===== config.mk =====
export PLATFORM = sky130hd
export DESIGN_NAME = vlg_sonar_sched
export DESIGN_NICKNAME = d
export VERILOG_FILES = /design/src/rtl/vlg_sonar_sched_pkg.sv /design/src/rtl/vlg_sonar_sched_sync2.sv /design/src/rtl/vlg_sonar_sched.sv
export SDC_FILE = /design/constraint.sdc
export NUM_CORES = 1
export LEC_CHECK = 0
export BUFFER_PORTS_ARGS = -buffer_cell sky130_fd_sc_hd__buf_4
export CAP_MARGIN = 20
export CORE_AREA = 2 2 109 163
export CTS_BUF_LIST = sky130_fd_sc_hd__clkbuf_2 sky130_fd_sc_hd__clkbuf_4 sky130_fd_sc_hd__clkbuf_8
export CTS_CLUSTER_DIAMETER = 60
export CTS_CLUSTER_SIZE = 10
export DETAILED_ROUTE_END_ITERATION = 10
export DIE_AREA = 0 0 111 165
export GPL_TIMING_DRIVEN = 0
export MAX_ROUTING_LAYER = met4
export PLACE_DENSITY = 0.48
export SLEW_MARGIN = 20
export SYNTH_ARGS = -nofsm -noshare
export SYNTH_HDL_FRONTEND = slang
export SYNTH_HIERARCHICAL = 1
export SYNTH_SLANG_ARGS = --single-unit

===== constraint.sdc =====
create_clock -name i_clk -period 3.85 [get_ports i_clk]
set_input_delay 0.1925 -clock i_clk [delete_from_list [all_inputs] [get_ports i_clk]]
set_output_delay 0.1925 -clock i_clk [all_outputs]
set_load 0.03 [all_outputs]

===== src/rtl/vlg_sonar_sched_pkg.sv =====
// Shared types and helpers for the round-robin sonar scheduler.
// It holds the FSM encoding, the channel-index width, default timing and the channel picker.
package vlg_sonar_sched_pkg;

  typedef enum logic [2:0] {
    ST_IDLE      = 3'd0,
    ST_TRIG      = 3'd1,
    ST_WAIT_RISE = 3'd2,
    ST_MEASURE   = 3'd3,
    ST_REPORT    = 3'd4,
    ST_GAP       = 3'd5
  } state_t;

  localparam int CH_IDX_W       = 3;
  localparam int MAX_CH         = 8;
  localparam int DEF_TRIG_US    = 10;
  localparam int DEF_TIMEOUT_US = 30000;
  localparam int DEF_GAP_US     = 60000;
  localparam int DEF_CNT_W      = 17;

  // First set mask bit at or after ptr, wrapping within num_ch; returns ptr if none set.
  function automatic logic [CH_IDX_W-1:0] pick_ch(input logic [MAX_CH-1:0]   mask,
                                                  input logic [CH_IDX_W-1:0] ptr,
                                                  input int                  num_ch);
    logic [CH_IDX_W-1:0] sel;
    int                  idx;
    sel = ptr;
    for (int i = MAX_CH - 1; i >= 0; i--) begin
      idx = int'(ptr) + i;
      if (idx >= num_ch) idx = idx - num_ch;
      if (i < num_ch && mask[idx[CH_IDX_W-1:0]]) sel = idx[CH_IDX_W-1:0];
    end
    return sel;
  endfunction

endpackage


===== src/rtl/vlg_sonar_sched_sync2.sv =====
// Two-flop synchronizer for the raw echo inputs, cleared by the synchronous reset.
module vlg_sync2 #(
  parameter int P_W = 4
) (
  input  logic           i_clk,
  input  logic           i_rst,
  input  logic [P_W-1:0] i_d,
  output logic [P_W-1:0] o_q
);

  logic [P_W-1:0] meta_q;
  logic [P_W-1:0] sync_q;

  always_ff @(posedge i_clk) begin
    if (i_rst) begin
      meta_q <= '0;
      sync_q <= '0;
    end else begin
      meta_q <= i_d;
      sync_q <= meta_q;
    end
  end

  assign o_q = sync_q;

endmodule


===== src/rtl/vlg_sonar_sched.sv =====
// Round-robin ultrasonic ranging scheduler: one trigger at a time, echo width in ticks, valid/ready result.
// Result handshake: o_res_valid rises with stable data and holds it until a clock where i_res_ready is also high.
module vlg_sonar_sched
  import vlg_sonar_sched_pkg::*;
#(
  parameter int P_NUM_CH     = 4,
  parameter int P_TRIG_US    = DEF_TRIG_US,
  parameter int P_TIMEOUT_US = DEF_TIMEOUT_US,
  parameter int P_GAP_US     = DEF_GAP_US,
  parameter int P_CNT_W      = DEF_CNT_W
) (
  input  logic                i_clk,
  input  logic                i_rst,
  input  logic                i_clk_en,
  input  logic                i_enable,
  input  logic [P_NUM_CH-1:0] i_ch_mask,
  input  logic [P_NUM_CH-1:0] i_echo,
  output logic [P_NUM_CH-1:0] o_trig,
  output logic                o_res_valid,
  input  logic                i_res_ready,
  output logic [2:0]          o_res_ch,
  output logic [P_CNT_W-1:0]  o_echo_us,
  output logic                o_res_tmo,
  output logic                o_busy,
  output state_t              o_dbg_state
);

  localparam logic [P_CNT_W-1:0]  TRIG_LAST = P_CNT_W'(P_TRIG_US - 1);
  localparam logic [P_CNT_W-1:0]  TO_LAST   = P_CNT_W'(P_TIMEOUT_US - 1);
  localparam logic [P_CNT_W-1:0]  TO_VAL    = P_CNT_W'(P_TIMEOUT_US);
  localparam logic [P_CNT_W-1:0]  GAP_LAST  = P_CNT_W'(P_GAP_US - 1);
  localparam logic [CH_IDX_W-1:0] LAST_CH   = CH_IDX_W'(P_NUM_CH - 1);

  state_t                state_q, state_d;
  logic [CH_IDX_W-1:0]   ptr_q, ptr_d, ch_q, ch_d, res_ch_q, res_ch_d, sel;
  logic [P_CNT_W-1:0]    tick_q, tick_d, width_q, width_d, echo_us_q, echo_us_d;
  logic [P_NUM_CH-1:0]   trig_q, trig_d, echo_s, echo_d_q;
  logic                  valid_q, valid_d, tmo_q, tmo_d;
  logic [MAX_CH-1:0]     echo_s8, echo_d8, mask8, sel_onehot;
  logic                  rise, fall, can_start;

  vlg_sync2 #(.P_W(P_NUM_CH)) u_sync (
    .i_clk (i_clk),
    .i_rst (i_rst),
    .i_d   (i_echo),
    .o_q   (echo_s)
  );

  // Widen to 8 lanes so the 3-bit channel index selects without width games.
  assign echo_s8    = MAX_CH'(echo_s);
  assign echo_d8    = MAX_CH'(echo_d_q);
  assign mask8      = MAX_CH'(i_ch_mask);
  assign rise       = echo_s8[ch_q] & ~echo_d8[ch_q];
  assign fall       = ~echo_s8[ch_q] & echo_d8[ch_q];
  assign can_start  = i_enable & (|i_ch_mask);
  assign sel        = pick_ch(mask8, ptr_q, P_NUM_CH);
  assign sel_onehot = MAX_CH'(1) << sel;

  always_comb begin
    state_d   = state_q;
    ptr_d     = ptr_q;
    ch_d      = ch_q;
    tick_d    = tick_q;
    width_d   = width_q;
    trig_d    = trig_q;
    valid_d   = valid_q;
    res_ch_d  = res_ch_q;
    echo_us_d = echo_us_q;
    tmo_d     = tmo_q;
    case (state_q)
      ST_IDLE: begin
        if (i_clk_en && can_start) begin
          ch_d    = sel;
          trig_d  = sel_onehot[P_NUM_CH-1:0];
          tick_d  = '0;
          state_d = ST_TRIG;
        end
      end
      ST_TRIG: begin
        if (i_clk_en) begin
          if (tick_q == TRIG_LAST) begin
            trig_d  = '0;
            tick_d  = '0;
            state_d = ST_WAIT_RISE;
          end else begin
            tick_d = tick_q + 1'b1;
          end
        end
      end
      ST_WAIT_RISE: begin
        // Only a fresh rise counts; an echo already high on entry runs into the timeout.
        if (rise) begin
          width_d = '0;
          state_d = ST_MEASURE;
        end else if (i_clk_en) begin
          if (tick_q == TO_LAST) begin
            valid_d   = 1'b1;
            res_ch_d  = ch_q;
            echo_us_d = '0;
            tmo_d     = 1'b1;
            state_d   = ST_REPORT;
          end else begin
            tick_d = tick_q + 1'b1;
          end
        end
      end
      ST_MEASURE: begin
        if (fall) begin
          valid_d   = 1'b1;
          res_ch_d  = ch_q;
          echo_us_d = width_q;
          tmo_d     = 1'b0;
          state_d   = ST_REPORT;
        end else if (i_clk_en && echo_s8[ch_q]) begin
          if (width_q == TO_LAST) begin
            valid_d   = 1'b1;
            res_ch_d  = ch_q;
            echo_us_d = TO_VAL;
            tmo_d     = 1'b1;
            state_d   = ST_REPORT;
          end else begin
            width_d = width_q + 1'b1;
          end
        end
      end
      ST_REPORT: begin
        if (i_res_ready) begin
          valid_d = 1'b0;
          ptr_d   = (ch_q == LAST_CH) ? '0 : ch_q + 1'b1;
          tick_d  = '0;
          state_d = ST_GAP;
        end
      end
      ST_GAP: begin
        if (i_clk_en) begin
          if (tick_q == GAP_LAST) begin
            tick_d = '0;
            if (can_start) begin
              ch_d    = sel;
              trig_d  = sel_onehot[P_NUM_CH-1:0];
              state_d = ST_TRIG;
            end else begin
              state_d = ST_IDLE;
            end
          end else begin
            tick_d = tick_q + 1'b1;
          end
        end
      end
      default: state_d = ST_IDLE;
    endcase
  end

  always_ff @(posedge i_clk) begin
    if (i_rst) begin
      state_q   <= ST_IDLE;
      ptr_q     <= '0;
      ch_q      <= '0;
      tick_q    <= '0;
      width_q   <= '0;
      trig_q    <= '0;
      valid_q   <= 1'b0;
      res_ch_q  <= '0;
      echo_us_q <= '0;
      tmo_q     <= 1'b0;
      echo_d_q  <= '0;
    end else begin
      state_q   <= state_d;
      ptr_q     <= ptr_d;
      ch_q      <= ch_d;
      tick_q    <= tick_d;
      width_q   <= width_d;
      trig_q    <= trig_d;
      valid_q   <= valid_d;
      res_ch_q  <= res_ch_d;
      echo_us_q <= echo_us_d;
      tmo_q     <= tmo_d;
      echo_d_q  <= echo_s;
    end
  end

  assign o_trig      = trig_q;
  assign o_res_valid = valid_q;
  assign o_res_ch    = res_ch_q;
  assign o_echo_us   = echo_us_q;
  assign o_res_tmo   = tmo_q;
  assign o_busy      = (state_q != ST_IDLE);
  assign o_dbg_state = state_q;

endmodule


==> flow_metrics.tcl <==
set metrics [dict create \
    fp-row-count 58 \
    syn_nets 492 \
    final_max_slew_viol_count 0 \
    fin_crit_ns 3.10 \
    antenna_found_initial 0 \
    synth.cell_area_sq_um 4150 \
    place_inst 724 \
    coreArea_sq_um 16800 \
    cts_resized 0 \
    synth_cell_types 64 \
    ioPinCount 43 \
    layout-drive-gt1-share_pct 16.2 \
    vias 3740 \
    yosysSeqAreaShare_pct 39.0 \
    cp_max_fo 9 \
    setup_viol 0 \
    p_comb_share_pct 29.0 \
    worstPathArrival_ns 3.35 \
    place_area_sq_um 4730 \
    numClockSinks 81 \
    synth_edf_count 0 \
    fill_cells 1799 \
    initial_core_util_pct 24.8 \
    routed_wl_um 11300 \
    cts_tree "done" \
    post_drt_wl_per_cell_um 15.3 \
    clock_latency_ns 0.36 \
    final_area_sq_um 4910 \
    grt_max_degree 16 \
    die_w_um 111 \
    worst_ir_drop_vdd_mv 0.141 \
    worstSetupPathType "flip-flop to flip-flop" \
    die_area_sq_um 18300 \
    viasPerCell 5.05 \
    antenna_left 0 \
    syn_to_final_growth_pct 18.1 \
    cts_setup_buffers 0 \
    cts_root_buffer "clkbuf_8" \
    grt_pass1_wl_um 18600 \
    cp-end-kind "flip-flop" \
    intPower_w 0.00133 \
    die_h_um 165 \
    synth_flop_cell "dfxtp_1" \
    asyncSetResetFlopFracSynth_pct 0 \
    p_switching_w 0.000763 \
    io_buffers 41 \
    grt-ovfl-total 0 \
    r2r_start "ptr_q[1]" \
    dpl.hpwl_um 8650 \
    hold_start "i_echo[1]" \
    cp-start-kind "flip-flop" \
    tightest_slew_ns 0.787 \
    status "finished, final reports clean" \
    cts.hold.buffers_added 0 \
    cts_buffers 9 \
    post-route-util_pct 29.3 \
    num_antenna_cells 0 \
    cp-startpoint "ptr_q[1]" \
    grt_usage_pct 12.9 \
    h-tree-depth 3 \
    synth_seq_cells 81 \
    drv_cap 0 \
    switching_share_pct 36.4 \
    place.gp.congestion 0.838 \
    yosys_warnings 6 \
    grt_pass1_vias 3691 \
    nets 544 \
    period_share_pct 80.5 \
    rsz0062_at_grt "false" \
    critPathRequiredTime_ns 4.10 \
    fin_cells 740 \
    cts.clk_slew.worst_paths_ns 0.08 \
    seqPwrFrac_pct 43.8 \
    hold_viol 0 \
    drt_iter0_drc 144 \
    postSynthAreaPerCell_sq_um 8.78 \
    synth_cells 473 \
    finalSetupTns_ns 0 \
    drc 0 \
    fin_skew_ns 0.0113 \
    p_leak_nw 1.63 \
    maxSlewHeadroom_pct 47.0 \
    power_density_nw_per_um2 427 \
    clockPowerShare_pct 27.2 \
    cts_buffer_depth 2 \
    dr.pass1.iters 4 \
    hp-class "primary input to flip-flop" \
    timing.fmax_mhz 323 \
]
synthesized netlist by cell type, types with 5 or more instances:
cell,instances,area [sq um]
dfxtp_1,81,1620
nor2_1,54,203
nand2_1,33,124
a21oi_1,28,140
xnor2_1,28,245
a211oi_1,23,173
nor2b_1,16,100
nand3_1,15,75.1
a22o_1,14,123
clkbuf_1,14,52.6
nor3_1,11,55.1
o21ai_0,11,55.1
inv_1,10,37.5
nand4_1,10,62.6
nand2b_1,8,50.1
or4_1,7,52.6
buf_2,6,30.0
ha_1,6,75.1
mux2_2,6,67.6
o31ai_1,6,45.0
a31oi_1,5,31.3
o2bb2ai_1,5,43.8
worst max-delay path, cell delays in order, from the launching register on:
cell and delay (ns):
dfxtp_1 0.33, clkbuf_1 0.29, inv_1 0.20, ha_1 0.32
clkbuf_1 0.32, mux2_2 0.40, a2111oi_0 0.40, nor2_1 0.09
a41o_1 0.25, nor4b_4 0.16, a22o_1 0.23
logic make-up after synthesis:
kind of cell	synth area share (%)
AND/OR/NAND/NOR	24.5
AO/OA/AOI/OAI	21.2
flip-flops	39.0
buffers and inverters	3.80
XOR/XNOR	6.33
multiplexers	3.13
adder cells (fa/ha/maj)	2.05
final timing paths:
check | endpoint | slack (ns) | cells after the start
setup reg to reg | o_trig[2] | 0.75 | 10
setup / recovery | o_trig[2] | 0.75 | 10
hold / removal | u_sync/meta_q[1] | 0.05 | 2
hold reg to reg | u_sync/o_q[2] | 0.44 | 1
power by group through the flow:
stage               registers, W  clock network [W]  logic (W)
floorplan               0.000955                  0   0.000407
global placement        0.000937                  0   0.000602
detailed placement      0.000937                  0   0.000608
CTS                     0.000917           0.000601   0.000611
global route            0.000923           0.000631   0.000665
finish                  0.000917           0.000571   0.000607
area by class of cell:
| type | count | area [sq um] | share of cell area, % |
|---|---|---|---|
| plain buffers | 26 | 120 | 2.45 |
| clock buffers | 9 | 124 | 2.52 |
| clock inverters | 7 | 53.8 | 1.10 |
| inverters | 10 | 37.5 | 0.765 |
| multi-input cells | 356 | 2380 | 48.5 |
| flip-flops and latches | 81 | 1620 | 33.1 |
| well taps | 210 | 263 | 5.36 |
| repair buffers | 41 | 308 | 6.27 |
metal layers:
metal,routed length [um],GRT usage (%),vias up
met5,0,-,-
met3,454,2.28,20
met1,4790,14.2,1770
met2,5810,23.2,95
li1,-,-,1855
met4,244,5.17,0
registers in the layout (all words and copies together), names as in the netlist:
signal,flops
ch_q,3
o_echo_us,17
echo_d_q,4
o_dbg_state,3
tick_q,17
width_q,17
o_res_tmo,1
u_sync/o_q,4
o_res_valid,1
ptr_q,3
u_sync/meta_q,4
o_res_ch,3
o_trig,4
placed cells by master (no fill, tap or decap), types with 5 or more instances in the layout:
cell type | Yosys | routed
o2bb2ai_1 | 5 | 5
clkbuf_8 | 0 | 9
inv_1 | 10 | 10
a21oi_1 | 28 | 28
nor2_1 | 54 | 54
nor3_1 | 11 | 10
buf_4 | 2 | 43
nand2b_1 | 8 | 8
nand4_1 | 10 | 10
clkbuf_1 | 14 | 14
mux2_2 | 6 | 6
or4_1 | 7 | 7
ha_1 | 6 | 6
dfxtp_1 | 81 | 81
a211oi_1 | 23 | 23
buf_2 | 6 | 6
o31ai_1 | 6 | 6
a31oi_1 | 5 | 5
xnor2_1 | 28 | 28
nand2_1 | 33 | 33
o21ai_0 | 11 | 11
nand3_1 | 15 | 15
a22o_1 | 14 | 14
nor2b_1 | 16 | 16
through the flow:
stage               total power (W)  hold WS, ns  setup slack [ns]
global placement            0.00154        0.412             0.770
floorplan                   0.00136        0.264              1.10
CTS                         0.00213       0.0227             0.740
global route                0.00222       0.0378             0.428
finish                      0.00209       0.0490             0.750
detailed placement          0.00154        0.412             0.755
Note: power is estimated with default switching activity, not from simulation.
